--- src/rtl/bios_watchdog.sv ---
// BIOS boot watchdog: times host POST after each platform reset release and,
// on timeout, pulses a flash swap and requests a platform restart.
module bios_watchdog #(
    parameter int unsigned PRESCALE       = 33000,
    parameter int unsigned TIMEOUT_MS     = 5000,
    parameter int unsigned MAX_SWAPS      = 2,
    parameter int unsigned RESTART_CYCLES = 16
) (
    input  logic       LpcClock,
    input  logic       ResetN,
    input  logic       MainReset,
    input  logic       SwapDisable,
    input  logic       Write,
    input  logic [7:0] RegAddress,
    input  logic [7:0] DataWr,
    output logic [1:0] ForceSwap,
    output logic       RestartReq,
    output logic [7:0] WdtStatus
);

    localparam logic [2:0] IDLE    = 3'd0;
    localparam logic [2:0] ARMED   = 3'd1;
    localparam logic [2:0] EXPIRED = 3'd2;
    localparam logic [2:0] RESTART = 3'd3;
    localparam logic [2:0] WAIT    = 3'd4;
    localparam logic [2:0] LOCKED  = 3'd5;

    localparam logic [7:0] CtlAddress = 8'h05;

    localparam int unsigned PreW = (PRESCALE > 1)       ? $clog2(PRESCALE)       : 1;
    localparam int unsigned MsW  = (TIMEOUT_MS > 1)     ? $clog2(TIMEOUT_MS)     : 1;
    localparam int unsigned RstW = (RESTART_CYCLES > 1) ? $clog2(RESTART_CYCLES) : 1;

    localparam logic [PreW-1:0] PreLast = PreW'(PRESCALE - 1);
    localparam logic [MsW-1:0]  MsLast  = MsW'(TIMEOUT_MS - 1);
    localparam logic [RstW-1:0] RstLast = RstW'(RESTART_CYCLES - 1);

    logic [2:0]      state;
    logic [2:0]      stateNxt;
    logic [1:0]      mainEdge;
    logic [PreW-1:0] preCnt;
    logic [PreW-1:0] preNxt;
    logic [MsW-1:0]  msCnt;
    logic [MsW-1:0]  msNxt;
    logic [RstW-1:0] rstCnt;
    logic [RstW-1:0] rstNxt;
    logic [1:0]      swapCnt;
    logic [1:0]      swapNxt;
    logic            expired;
    logic            expiredNxt;
    logic            timeoutHit;

    logic ctlWrite;
    logic ctlKick;
    logic ctlDisable;
    logic ctlSoftSwap;
    logic mainRise;
    logic mainFall;
    logic unusedDataBits;

    assign ctlWrite       = Write & (RegAddress == CtlAddress);
    assign ctlKick        = ctlWrite & DataWr[0];
    assign ctlDisable     = ctlWrite & DataWr[1];
    assign ctlSoftSwap    = ctlWrite & DataWr[2];
    assign unusedDataBits = ^DataWr[7:3];

    assign mainRise = (mainEdge == 2'b01);
    assign mainFall = (mainEdge == 2'b10);

    // Priority: MainReset fall, then Disable, then Kick, then expiry; LOCKED ignores all of them.
    always_comb begin
        stateNxt   = state;
        preNxt     = preCnt;
        msNxt      = msCnt;
        rstNxt     = rstCnt;
        swapNxt    = swapCnt;
        expiredNxt = expired;
        timeoutHit = 1'b0;

        if (state != LOCKED) begin
            if (mainFall) begin
                stateNxt = IDLE;
                preNxt   = '0;
                msNxt    = '0;
                rstNxt   = '0;
            end else if (ctlDisable) begin
                stateNxt   = IDLE;
                preNxt     = '0;
                msNxt      = '0;
                rstNxt     = '0;
                swapNxt    = '0;
                expiredNxt = 1'b0;
            end else begin
                case (state)
                    IDLE: begin
                        if (mainRise && !SwapDisable) begin
                            stateNxt = ARMED;
                            preNxt   = '0;
                            msNxt    = '0;
                        end
                    end

                    ARMED: begin
                        if (ctlKick) begin
                            preNxt = '0;
                            msNxt  = '0;
                        end else if (preCnt == PreLast) begin
                            preNxt = '0;
                            if (msCnt == MsLast) begin
                                stateNxt   = EXPIRED;
                                msNxt      = '0;
                                timeoutHit = 1'b1;
                            end else begin
                                msNxt = msCnt + 1'b1;
                            end
                        end else begin
                            preNxt = preCnt + 1'b1;
                        end
                    end

                    EXPIRED: begin
                        swapNxt    = (swapCnt == 2'd3) ? swapCnt : swapCnt + 2'd1;
                        expiredNxt = 1'b1;
                        if (32'(swapNxt) == MAX_SWAPS) begin
                            stateNxt = LOCKED;
                        end else begin
                            stateNxt = RESTART;
                            rstNxt   = '0;
                        end
                    end

                    RESTART: begin
                        if (rstCnt == RstLast) begin
                            stateNxt = WAIT;
                            rstNxt   = '0;
                        end else begin
                            rstNxt = rstCnt + 1'b1;
                        end
                    end

                    WAIT: begin
                        if (mainRise && !SwapDisable) begin
                            stateNxt = ARMED;
                            preNxt   = '0;
                            msNxt    = '0;
                        end
                    end

                    default: begin
                        stateNxt = IDLE;
                        preNxt   = '0;
                        msNxt    = '0;
                        rstNxt   = '0;
                    end
                endcase
            end
        end
    end

    // Edge history resets high so a MainReset already high at power-up is not seen as a rise.
    always_ff @(posedge LpcClock or negedge ResetN) begin
        if (!ResetN) begin
            mainEdge <= 2'b11;
        end else begin
            mainEdge <= {mainEdge[0], MainReset};
        end
    end

    always_ff @(posedge LpcClock or negedge ResetN) begin
        if (!ResetN) begin
            state   <= IDLE;
            preCnt  <= '0;
            msCnt   <= '0;
            rstCnt  <= '0;
            swapCnt <= '0;
            expired <= 1'b0;
        end else begin
            state   <= stateNxt;
            preCnt  <= preNxt;
            msCnt   <= msNxt;
            rstCnt  <= rstNxt;
            swapCnt <= swapNxt;
            expired <= expiredNxt;
        end
    end

    // Outputs are registered from next-state values so they line up with the state they describe.
    always_ff @(posedge LpcClock or negedge ResetN) begin
        if (!ResetN) begin
            ForceSwap  <= '0;
            RestartReq <= 1'b0;
            WdtStatus  <= '0;
        end else begin
            ForceSwap  <= {ctlSoftSwap & (state != LOCKED), timeoutHit};
            RestartReq <= (stateNxt == RESTART);
            WdtStatus  <= {stateNxt, swapNxt, expiredNxt,
                           (stateNxt == ARMED), (stateNxt == LOCKED)};
        end
    end

endmodule

--- config.mk ---
export PLATFORM = sky130hd
export DESIGN_NAME = bios_watchdog
export DESIGN_NICKNAME = d
export VERILOG_FILES = /design/src/rtl/bios_watchdog.sv
export SDC_FILE = /design/constraint.sdc
export NUM_CORES = 1
export LEC_CHECK = 0
export BUFFER_PORTS_ARGS = -buffer_cell sky130_fd_sc_hd__buf_4
export CAP_MARGIN = 20
export CORE_AREA = 4 4 115 90
export CTS_CLUSTER_SIZE = 16
export DETAILED_ROUTE_END_ITERATION = 6
export DIE_AREA = 0 0 119 94
export PLACE_DENSITY = 0.49
export SLEW_MARGIN = 20
export SYNTH_ARGS = -nofsm -noshare
export SYNTH_HDL_FRONTEND = slang
export SYNTH_SLANG_ARGS = --single-unit
export TNS_END_PERCENT = 1
--- constraint.sdc ---
create_clock -name LpcClock -period 2.7 [get_ports LpcClock]
set_input_delay 0.54 -clock LpcClock [delete_from_list [all_inputs] [get_ports LpcClock]]
set_output_delay 0.54 -clock LpcClock [all_outputs]
set_load 0.1 [all_outputs]
# [Yosys cells after proc, flatten, opt, wreduce, memory -nomap -nowiden]
# Cells that the tools add are included.
[word_totals] reg_bits=52 input_bits=21 output_inout_bits=11 elab_cells=93
[op_classes] n_addsub=4 n_eq_ne=21 n_mux=44 n_bitwise=5 reduce_logical=9
[ops] op="16-bit two-way mux" count=5
[ops] op="13-bit two-way mux" count=6
[ops] op="16-bit one-hot mux with 3 select lines" count=1
[ops] op="13-bit one-hot mux with 3 select lines" count=1
[ops] op="3-bit two-way mux" count=9
[ops] op="16-bit by 1-bit adder with 16-bit output, second input constant" count=1
[ops] op="16-bit equality test, second input constant" count=1
[ops] op="4-bit two-way mux" count=4
[ops] op="13-bit by 1-bit adder with 13-bit output, second input constant" count=1
[ops] op="13-bit equality test, second input constant" count=1
[ops] op="3-bit one-hot mux with 4 select lines" count=1
[ops] op="4-bit one-hot mux with 3 select lines" count=1
[ops] op="1-bit two-way mux" count=11
[ops] op="2-bit two-way mux" count=5
[ops] op="3-bit by 2-bit equality test with 1-bit output, second input constant" count=3
[ops] op="8-bit by 3-bit equality test with 1-bit output, second input constant" count=1
[ops] op="2-bit equality test, second input constant" count=3
[ops] op="3-bit by 1-bit equality test with 1-bit output, second input constant" count=2
[ops] op="3-bit equality test, second input constant" count=2
[ops] op="3-bit by 1-bit inequality test with 1-bit output, second input constant" count=2
[ops] op="3-bit AND reduction" count=2
[ops] op="1-bit bitwise AND" count=5
[ops] op="5-bit inequality test, second input constant" count=1
[ops] op="4-bit by 1-bit adder with 4-bit output, second input constant" count=1
[ops] op="12 further kinds" count=13

# [Depth between registers and ports, before layout]
# Gate-level depths: netlist of run 1.
[logic_depth] ltp_word=9 ltp_mapped=9 mapped_depth_nobuf=6

# [Least setup slack after synthesis of run 1]
# No wires, ideal clock.
[synth_timing] kind="register -> register" startpoint="reg, netlist name WdtStatus[6]" endpoint="reg msCnt[3]" setup_time_ps=122 arrival_ps=2550 t_required_ps=2578 setup_slack_ps=29 path_stages_with_launch=9 n_path_buf=3 synth_period_minus_slack_ps=2671 path_cell_list="dfrtp_1 -> clkbuf_1 -> nand3b_1 -> o311ai_0 -> and3_1 -> clkbuf_1 -> buf_2 -> a211o_1 -> a32o_1"
[synth_rtl] element="end signal: assignment" line_no="180" rtl="msCnt <= msNxt;"
[synth_rtl] element="end: declaration" line_no="43" rtl="logic [MsW-1:0] msCnt;"

==> results.cfg, run 1 <==
[run_status]
outcome = complete, no violations

[route]
drt_pass1_iterations = 4
routed-via-count = 2404
drt.antenna.violating_nets = 0
drt-total-wl_microns = 7040
number_of_drc_violations_after_detailed_routing = 0
via_per_inst = 5.27
initialDrtViolationCount = 148
routed_wirelength_normalized_by_instance_count_microns = 15.4

[floorplanning]
die_x_microns = 119
floorplan.rows = 31
die_area_sq_um = 11200
ios = 32
placeableCoreArea_sq_um = 9350
chipHeight_microns = 94
initial_core_utilization_pct = 28.9

[synth]
yosys-mux-area-fraction_pct = 0
synth_edf_count = 0
netlist.area_leader.share_pct = 40.8
synth_simple_gate_area_share_pct = 31.4
synth_fp_nets = 316
most_area_hungry_cell_type_in_the_yosys_netlist = sky130_fd_sc_hd__dfrtp_1
synthesis.instances = 292
yosys.cell_types.count = 51
syn_avg_cell_area_sq_um = 9.25
synth.yosys.seq_area_share_pct = 42.7
yosys.area_share.xor_xnor_pct = 0
synth_adder_area_share_pct = 1.39
synth_top_family_by_area = simple AND/OR/NAND/NOR gates
syn_area_sq_um = 2700
synthesized_flop_and_latch_total = 46
synthArstFlopShare_pct = 100
synth.top_cells.by_area = sky130_fd_sc_hd__dfrtp_1 41%, sky130_fd_sc_hd__nand3_1 3.5%, sky130_fd_sc_hd__nand2_1 3.2%
yosysWarnings = 0
synth_compound_area_share_pct = 20.2
prevailing_post_synth_register_cell = sky130_fd_sc_hd__dfrtp_1

[global_routing]
grt.busiest_layer = met1
globalRouteMet3Util_pct = 3.67
grt_antenna_before_repair = 0
track_usage_pct = 13.3
number_of_global_route_vias_before_repair = 2306
pin_count_of_the_biggest_net_entering_global_routing = 47
grt_util_met2_pct = 19.2
wire_length_of_the_first_global_routing_pass_microns = 11900
global_route.usage.met1_pct = 19.3
grt_remaining_overflow = 0

[sta]
timing.clock.skew_ns = 0.00803
setup_total_negative_slack_ns = 0
final-setup-viol-count = 0
final-hold-violation-count = 0
unrepaired_setup_endpoints_after_global_routing = no
finalCriticalPeriod_ns = 2.39
worst_slew_pin_slew_ns = 0.654
slew_headroom_pct = 56.2
maximum_frequency_from_static_timing_analysis_mhz = 418
slew_violations = 0
post-route-period-util_pct = 88.6

[setup_path]
reg2reg_depth = 6
worst_reg_to_reg_setup_slack_ns = 0.31
worstSetupStartpointType = flip-flop
critPathKind = flip-flop to flip-flop
arrival_time_reported_for_the_critical_path_endpoint_ns = 2.60
timing.critical_path.required_ns = 2.91
end_kind = flip-flop
startpoint = WdtStatus[6]
worstPathMaxFanout = 11
critPathCapture = preCnt[12]
regToRegEndpoint = preCnt[12]
worstReg2RegStart = WdtStatus[6]

[job]
max_cap_viol_count = 0

[cts]
cts_tree = done
cts_made_buffers = 5
cts-root-buf = sky130_fd_sc_hd__clkbuf_16
numClockSinks = 46
clock_insertion_delay_worst_skew_ns = 0.29
ctsHtreeMaxLevel = 2
number_of_buffers_inserted_for_hold_repair_after_clock_tree_synthesis = 0
cts_resized = 0
cts_buffer_depth = 2
clkSlewWorstSetupHoldPaths_ns = 0.07
post-cts-setup-buffers = 0

[cells_and_area]
final.fill_count = 987
diodes = 0
post_route_cells_drive_above_1_share_pct = 17.9
most_frequent_standard_cell_in_the_layout_excluding_fill_and_tap_cells = sky130_fd_sc_hd__dfrtp_1
layout_common_cells = 44 x sky130_fd_sc_hd__dfrtp_1, 40 x sky130_fd_sc_hd__buf_4, 23 x sky130_fd_sc_hd__nand2_1, 19 x sky130_fd_sc_hd__nand3_1, 18 x sky130_fd_sc_hd__nor2_1
final-instance-count-excl-fill = 456
areaGrowthSynthToFinish_pct = 18.9
fin_nets = 347

[placement]
place_hpwl_microns = 5150
port-buffer-count = 26
place.gp.congestion = 0.777
placed_cells = 448

[power_and_ir_drop]
net-switching-power_w = 0.000464
pwr-share-seq_pct = 45.0
switching_share_pct = 28.9
power_leakage_nw = 1.30
power.clock.fraction_pct = 37.8
power.share.combinational_pct = 17.3
power.density_nw_per_um2 = 501
irDropWorstVdd_v = 0.000224
p_int_w = 0.00114

[min_path]
hold_path_class = input port to asynchronous set/reset pin
==> stage by stage <==
step,area [sq um],hold slack (ns),setup WS [ns],power (W),util (%)
floorplan,2700,0.244,0.0289,0.000917,-
global placement,3070,0.386,0.155,0.00101,32.8
detailed placement,3070,0.384,0.146,0.00101,32.8
CTS,3210,0.286,0.298,0.00164,34.3
global route,3210,0.313,0.0889,0.00170,34.3
finish,3210,0.236,0.308,0.00161,34.3
==> worst max-delay path, cell delays in order, from the launching register on <==
cell	delay (ns)
sky130_fd_sc_hd__dfrtp_1	0.49
sky130_fd_sc_hd__nand2b_1	0.22
sky130_fd_sc_hd__or3_1	0.45
sky130_fd_sc_hd__nor3_2	0.59
sky130_fd_sc_hd__buf_4	0.26
sky130_fd_sc_hd__a41oi_1	0.11
sky130_fd_sc_hd__a31oi_1	0.17
==> flip-flops by register name (all words and copies together) (netlist names) <==
register / flops
ForceSwap: 2
RestartReq: 1
WdtStatus: 8
mainEdge: 2
msCnt: 13
preCnt: 16
rstCnt: 4
==> layout make-up <==
cell class	instances	area [sq um]	area share, %
timing repair buffer	40	300	9.36
sequential	46	1150	35.9
clock buffer	6	129	4.02
inverter	6	22.5	0.702
clock inverter	2	10.0	0.312
tap	132	165	5.15
multi-input combinational	224	1430	44.5
==> power by group through the flow <==
stage / logic (W) / registers [W] / clock network [W]
after floorplan: 0.000146 / 0.000772 / 0
after global placement: 0.000278 / 0.000735 / 0
after detailed placement: 0.000280 / 0.000735 / 0
after CTS: 0.000281 / 0.000722 / 0.000635
after global routing: 0.000306 / 0.000724 / 0.000671
final: 0.000278 / 0.000722 / 0.000607
==> Yosys cell counts, drive strengths merged, types with 2 or more instances <==
library cell / count
a211o: 3
a211oi: 3
a21o: 7
a21oi: 17
a22o: 5
a31oi: 3
a32o: 3
and3: 4
and4: 2
buf: 10
clkbuf: 6
dfrtp: 44
dfstp: 2
ha: 3
inv: 6
nand2: 23
nand2b: 8
nand3: 19
nand3b: 2
nand4: 7
nand4b: 2
nor2: 18
nor2b: 6
nor3: 12
nor3b: 6
nor4: 9
o21ai: 18
o22ai: 2
o31ai: 11
o41ai: 3
or3: 4
or3b: 3
or4: 7
or4b: 3
or4bb: 2
==> worst min path at each step <==
stage                   endpoint  slack [ns]
global route           msCnt[10]        0.31
detailed placement   mainEdge[1]        0.38
CTS                     msCnt[5]        0.29
floorplan           ForceSwap[0]        0.24
finish                  msCnt[8]        0.24
global placement     mainEdge[1]        0.39
==> layer usage <==
| metal | wire (microns) | up-vias |
|---|---|---|
| met5 | 0 | - |
| met4 | 29 | 0 |
| met2 | 3000 | 60 |
| met1 | 3670 | 1160 |
| li1 | - | 1182 |
| met3 | 335 | 2 |
==> cell families after synthesis <==
kind of cell    Yosys count
flops                    46
compound gates           81
simple gates            140
fa+ha+maj                 3
buf+inv                  22
Power figures use the tool's default switching activity.
==> run 2: changes to the inputs <==
==> constraint.sdc (replaced) <==
create_clock -name LpcClock -period 2.4 [get_ports LpcClock]
set_input_delay 0.48 -clock LpcClock [delete_from_list [all_inputs] [get_ports LpcClock]]
set_output_delay 0.48 -clock LpcClock [all_outputs]
set_load 0.1 [all_outputs]
==> run 2 against run 1 <==
Cell count rose by 5.3%; critical endpoint is now WdtStatus[1]; total power rose by 22%; register-to-register slack got worse by 0.21 ns; largest cell class unchanged; sequential power rose by 13%; largest power group unchanged; setup slack got worse by 0.21 ns; critical path depth did not move; sequential cell count did not move; core utilization rose by 2.5 points.
==> results.cfg, run 2 (synthesis results as in run 1) <==
[placement]
place_hpwl_microns = 5360
port-buffer-count = 26
place.gp.congestion = 0.817

[setup_path]
arrival_time_reported_for_the_critical_path_endpoint_ns = 2.46
cpLargestDelayFamily = simple AND/OR/NAND/NOR gates
worstPathMaxFanout = 7
crit_path_max_incr_delay_ns = 0.52
end_kind = flip-flop
critPathKind = flip-flop to flip-flop
timing.critical_path.required_ns = 2.56
cpMaxStageDelayCell = sky130_fd_sc_hd__or3b_2
worstSetupStartpointType = flip-flop
critical_path.cell_chain = or3b_2 > nor4_4 > buf_4 > nand3_1 > a311o_1 > nor3b_1
worstPathBufferInverterCount = 1

[sta]
slew_violations = 0
worst_slew_pin_slew_ns = 0.604
final-hold-violation-count = 0
finalCriticalPeriod_ns = 2.30
final-setup-viol-count = 0
setup_total_negative_slack_ns = 0
maximum_frequency_from_static_timing_analysis_mhz = 435
slew_headroom_pct = 59.3
unrepaired_setup_endpoints_after_global_routing = yes
timing.clock.skew_ns = 0.00535
post-route-period-util_pct = 95.9

[cts]
ctsHtreeMaxLevel = 2
clkSlewWorstSetupHoldPaths_ns = 0.06
cts_resized = 0
numClockSinks = 46
number_of_buffers_inserted_for_hold_repair_after_clock_tree_synthesis = 0
clock_insertion_delay_worst_skew_ns = 0.29
cts_buffer_depth = 2
cts_made_buffers = 5
cts_tree = done
cts-root-buf = sky130_fd_sc_hd__clkbuf_16
post-cts-setup-buffers = 0

[global_routing]
grt_remaining_overflow = 0
wire_length_of_the_first_global_routing_pass_microns = 12300
grt_antenna_before_repair = 0
number_of_global_route_vias_before_repair = 2434
pin_count_of_the_biggest_net_entering_global_routing = 47
track_usage_pct = 13.5

[route]
wl_met3_microns = 293
routed-via-count = 2481
routed-wl-met2_microns = 2920
number_of_drc_violations_after_detailed_routing = 0
drt-total-wl_microns = 7120
drt_pass1_iterations = 4
via_per_inst = 5.17
highest_layer = met4
initialDrtViolationCount = 104
routed_wirelength_normalized_by_instance_count_microns = 14.8
met1Wirelength_microns = 3850
drt.antenna.violating_nets = 0

[cells_and_area]
diodes = 0
post_route_cells_drive_above_1_share_pct = 25.0
largestRegisters = preCnt: 16 flops, msCnt: 13 flops, WdtStatus: 8 flops
largest_register_ffs = 16
register_with_the_highest_flop_count = preCnt
layout_common_cells = 64 x sky130_fd_sc_hd__buf_4, 41 x sky130_fd_sc_hd__dfrtp_1, 23 x sky130_fd_sc_hd__nand2_1, 19 x sky130_fd_sc_hd__nand3_1, 18 x sky130_fd_sc_hd__nor2_1
areaGrowthSynthToFinish_pct = 27.5
most_frequent_standard_cell_in_the_layout_excluding_fill_and_tap_cells = sky130_fd_sc_hd__buf_4
fin_nets = 371

[floorplanning]
placeableCoreArea_sq_um = 9350
ios = 32
chipHeight_microns = 94
die_area_sq_um = 11200
die_x_microns = 119
floorplan.rows = 31
initial_core_utilization_pct = 28.9

[power_and_ir_drop]
power_leakage_nw = 1.43
power_w = 0.00197
irDropWorstVdd_v = 0.000346
power.density_nw_per_um2 = 571

[job]
max_cap_viol_count = 0

[run_status]
outcome = complete, no violations

[min_path]
hold_path_class = input port to asynchronous set/reset pin
run 2: final timing paths:
kind	start	end	slack [ns]	cells past startpoint
worst min-delay path	ResetN	msCnt[2]	0.20	1
min in group LpcClock	MainReset	mainEdge[0]	0.30	1
max in group asynchronous	ResetN	WdtStatus[7]	1.76	1
worst max register to register	preCnt[12]	WdtStatus[1]	0.1	6
worst min register to register	mainEdge[0]	mainEdge[1]	0.39	0
worst max-delay path	preCnt[12]	WdtStatus[1]	0.1	6
run 2: report_power, final:
part           internal [W]  leakage, nW  switching (W)
logic              0.000133        0.736       0.000207
registers          0.000795        0.613      0.0000203
clock network      0.000520       0.0841       0.000290
total               0.00145         1.43       0.000517
run 2: through the flow:
step | cells | setup slack (ns) | area (sq um) | utilization (%) | hold WS (ns)
detailed placement | 472 | -0.123 | 3250 | 34.8 | 0.387
global placement | 472 | -0.0241 | 3250 | 34.8 | 0.384
finish | 480 | 0.0990 | 3440 | 36.8 | 0.197
floorplan | 292 | 0.0241 | 2700 | - | 0.184
global route | 480 | -0.0328 | 3440 | 36.8 | 0.255
CTS | 480 | 0.0417 | 3430 | 36.7 | 0.230
run 2: final cells by class:
cell class	instances	area (sq um)
clock buffers	7	143
clock inverters	1	30.0
fillers	965	5910
inverters	6	22.5
multi-input cells	224	1440
flip-flops and latches	46	1160
well taps	132	165
repair buffers	64	480
run 2: per-layer routing:
metal | up-vias | global-route usage (%)
met4 | 0 | 2.89
met1 | 1186 | 20.4
met2 | 54 | 19.4
met3 | 7 | 3.25
li1 | 1234 | -
met5 | - | 0
==> run 3: changes to the inputs <==
--- a/config.mk
+++ b/config.mk
@@ -8,6 +8,7 @@
 export BUFFER_PORTS_ARGS = -buffer_cell sky130_fd_sc_hd__buf_4
 export CAP_MARGIN = 20
 export CORE_AREA = 4 4 115 90
+export CTS_BUF_LIST = sky130_fd_sc_hd__clkbuf_16
 export CTS_CLUSTER_SIZE = 16
 export DETAILED_ROUTE_END_ITERATION = 6
 export DIE_AREA = 0 0 119 94
==> run 3 against run 2 <==
Via count shrank 0.28%; sequential share of layout area grew 0.098 points; cell count did not move; global-route usage unchanged; critical path depth stayed put; combinational power barely moved; maximum frequency barely moved; critical path type unchanged.
==> results.cfg, run 3 (synthesis results as in run 1) <==
[floorplanning]
die_area_sq_um = 11200
initial_core_utilization_pct = 28.9
placeableCoreArea_sq_um = 9350
ios = 32
die_x_microns = 119
floorplan.rows = 31
chipHeight_microns = 94

[sta]
unrepaired_setup_endpoints_after_global_routing = yes
maximum_frequency_from_static_timing_analysis_mhz = 435
timing.clock.skew_ns = 0.00550
worst_slew_pin_slew_ns = 0.592
post-route-period-util_pct = 95.9
finalCriticalPeriod_ns = 2.30
slew_violations = 0
final_hold_slack_ns = 0.198
final-setup-viol-count = 0
slew_headroom_pct = 60.0
final-hold-violation-count = 0

[cts]
clock_insertion_delay_worst_skew_ns = 0.29
cts_tree = done
cts_made_buffers = 5
number_of_buffers_inserted_for_hold_repair_after_clock_tree_synthesis = 0
clkSlewWorstSetupHoldPaths_ns = 0.06
cts_buffer_depth = 2
ctsHtreeMaxLevel = 2
numClockSinks = 46
cts-root-buf = sky130_fd_sc_hd__clkbuf_16

[setup_path]
timing.critical_path.required_ns = 2.56
worstPathMaxFanout = 7
startpoint = preCnt[12]
regToRegEndpoint = WdtStatus[1]
critPathCapture = WdtStatus[1]
critPathKind = flip-flop to flip-flop
worstReg2RegStart = preCnt[12]
end_kind = flip-flop
worst_reg_to_reg_setup_slack_ns = 0.1
arrival_time_reported_for_the_critical_path_endpoint_ns = 2.46
worstSetupStartpointType = flip-flop
reg2reg_depth = 6

[power_and_ir_drop]
power.share.combinational_pct = 17.6
p_int_w = 0.00141
power.clock.fraction_pct = 40.1
net-switching-power_w = 0.000517
power.density_nw_per_um2 = 562
pwr-share-seq_pct = 42.3
power_leakage_nw = 1.43
irDropWorstVdd_v = 0.000346
switching_share_pct = 26.8

[job]
max_cap_viol_count = 0

[route]
routed-via-count = 2474
drt_pass1_iterations = 4
via_per_inst = 5.15
number_of_drc_violations_after_detailed_routing = 0
drt-total-wl_microns = 7130
routed_wirelength_normalized_by_instance_count_microns = 14.8
initialDrtViolationCount = 104
drt.antenna.violating_nets = 0

[global_routing]
pin_count_of_the_biggest_net_entering_global_routing = 47
grt_remaining_overflow = 0
wire_length_of_the_first_global_routing_pass_microns = 12300
track_usage_pct = 13.5
grt_antenna_before_repair = 0
number_of_global_route_vias_before_repair = 2434

[cells_and_area]
register_with_the_highest_flop_count = preCnt
post_route_cells_drive_above_1_share_pct = 24.7
layout_common_cells = 64 x sky130_fd_sc_hd__buf_4, 41 x sky130_fd_sc_hd__dfrtp_1, 23 x sky130_fd_sc_hd__nand2_1, 19 x sky130_fd_sc_hd__nand3_1, 18 x sky130_fd_sc_hd__nor2_1
diodes = 0
fin_nets = 371
most_frequent_standard_cell_in_the_layout_excluding_fill_and_tap_cells = sky130_fd_sc_hd__buf_4
largestRegisters = preCnt: 16 flops, msCnt: 13 flops, WdtStatus: 8 flops
largest_register_ffs = 16
final.fill_count = 966
final-instance-count-excl-fill = 480
areaGrowthSynthToFinish_pct = 27.1

[placement]
port-buffer-count = 26
place_hpwl_microns = 5360
place.gp.congestion = 0.817
placed_cells = 472

[min_path]
hold_path_class = input port to asynchronous set/reset pin

[run_status]
outcome = complete, no violations
run 3: cell type report:
class	count	area [sq um]	share of cell area [%]
multi-input combinational	224	1440	42.1
sequential	46	1160	33.7
timing repair buffer	64	480	14.0
tap	132	165	4.81
clock buffer	5	125	3.65
clock inverter	3	37.5	1.09
inverter	6	22.5	0.656
run 3: metrics by stage:
| step | TNS (ns) | power, W | setup WS [ns] | cell area [sq um] | utilization, % |
|---|---|---|---|---|---|
| global route | -0.0447 | 0.00204 | -0.0327 | 3430 | 36.7 |
| global placement | -0.0518 | 0.00116 | -0.0241 | 3250 | 34.8 |
| finish | 0 | 0.00193 | 0.0990 | 3430 | 36.7 |
| floorplan | 0 | 0.00103 | 0.0241 | 2700 | - |
| CTS | 0 | 0.00196 | 0.0417 | 3420 | 36.6 |
| detailed placement | -0.623 | 0.00117 | -0.123 | 3250 | 34.8 |
run 3: critical path, stage by stage (launching register included):
cell and delay (ns):
sky130_fd_sc_hd__dfrtp_1 0.40, sky130_fd_sc_hd__or3b_2 0.52, sky130_fd_sc_hd__nor4_4 0.41, sky130_fd_sc_hd__buf_4 0.23, sky130_fd_sc_hd__nand3_1 0.14, sky130_fd_sc_hd__a311o_1 0.34
sky130_fd_sc_hd__nor3b_1 0.15
run 3: metal layers:
layer | GRT usage (%) | share of wire (%) | vias up
li1 | - | - | 1234
met1 | 20.4 | 54 | 1183
met2 | 19.4 | 41 | 50
met3 | 3.25 | 3.9 | 7
met4 | 2.89 | 0.83 | 0
met5 | 0 | 0 | -
run 3: how the worst min path moves through the flow:
stage / endpoint / cells past startpoint
floorplan: ForceSwap[0] / 0
global placement: mainEdge[1] / 0
detailed placement: mainEdge[1] / 0
CTS: msCnt[5] / 1
global route: msCnt[5] / 1
finish: msCnt[2] / 1
run 3: timing repair:
| action | 4_1_cts | 5_1_grt |
|---|---|---|
| hold endpoints to repair | 0 | 0 |
| endpoints found under the setup margin | 0 | 10 |
| gates resized for setup | 0 | 4 |
| buffers inserted | 0 | 0 |
run 3: power by group through the flow:
| stage | Clock, W | Combinational [W] | Sequential, W |
|---|---|---|---|
| after floorplan | 0 | 0.000164 | 0.000869 |
| after global placement | 0 | 0.000335 | 0.000829 |
| after detailed placement | 0 | 0.000337 | 0.000828 |
| after CTS | 0.000804 | 0.000340 | 0.000814 |
| after global routing | 0.000843 | 0.000376 | 0.000817 |
| final | 0.000774 | 0.000340 | 0.000815 |
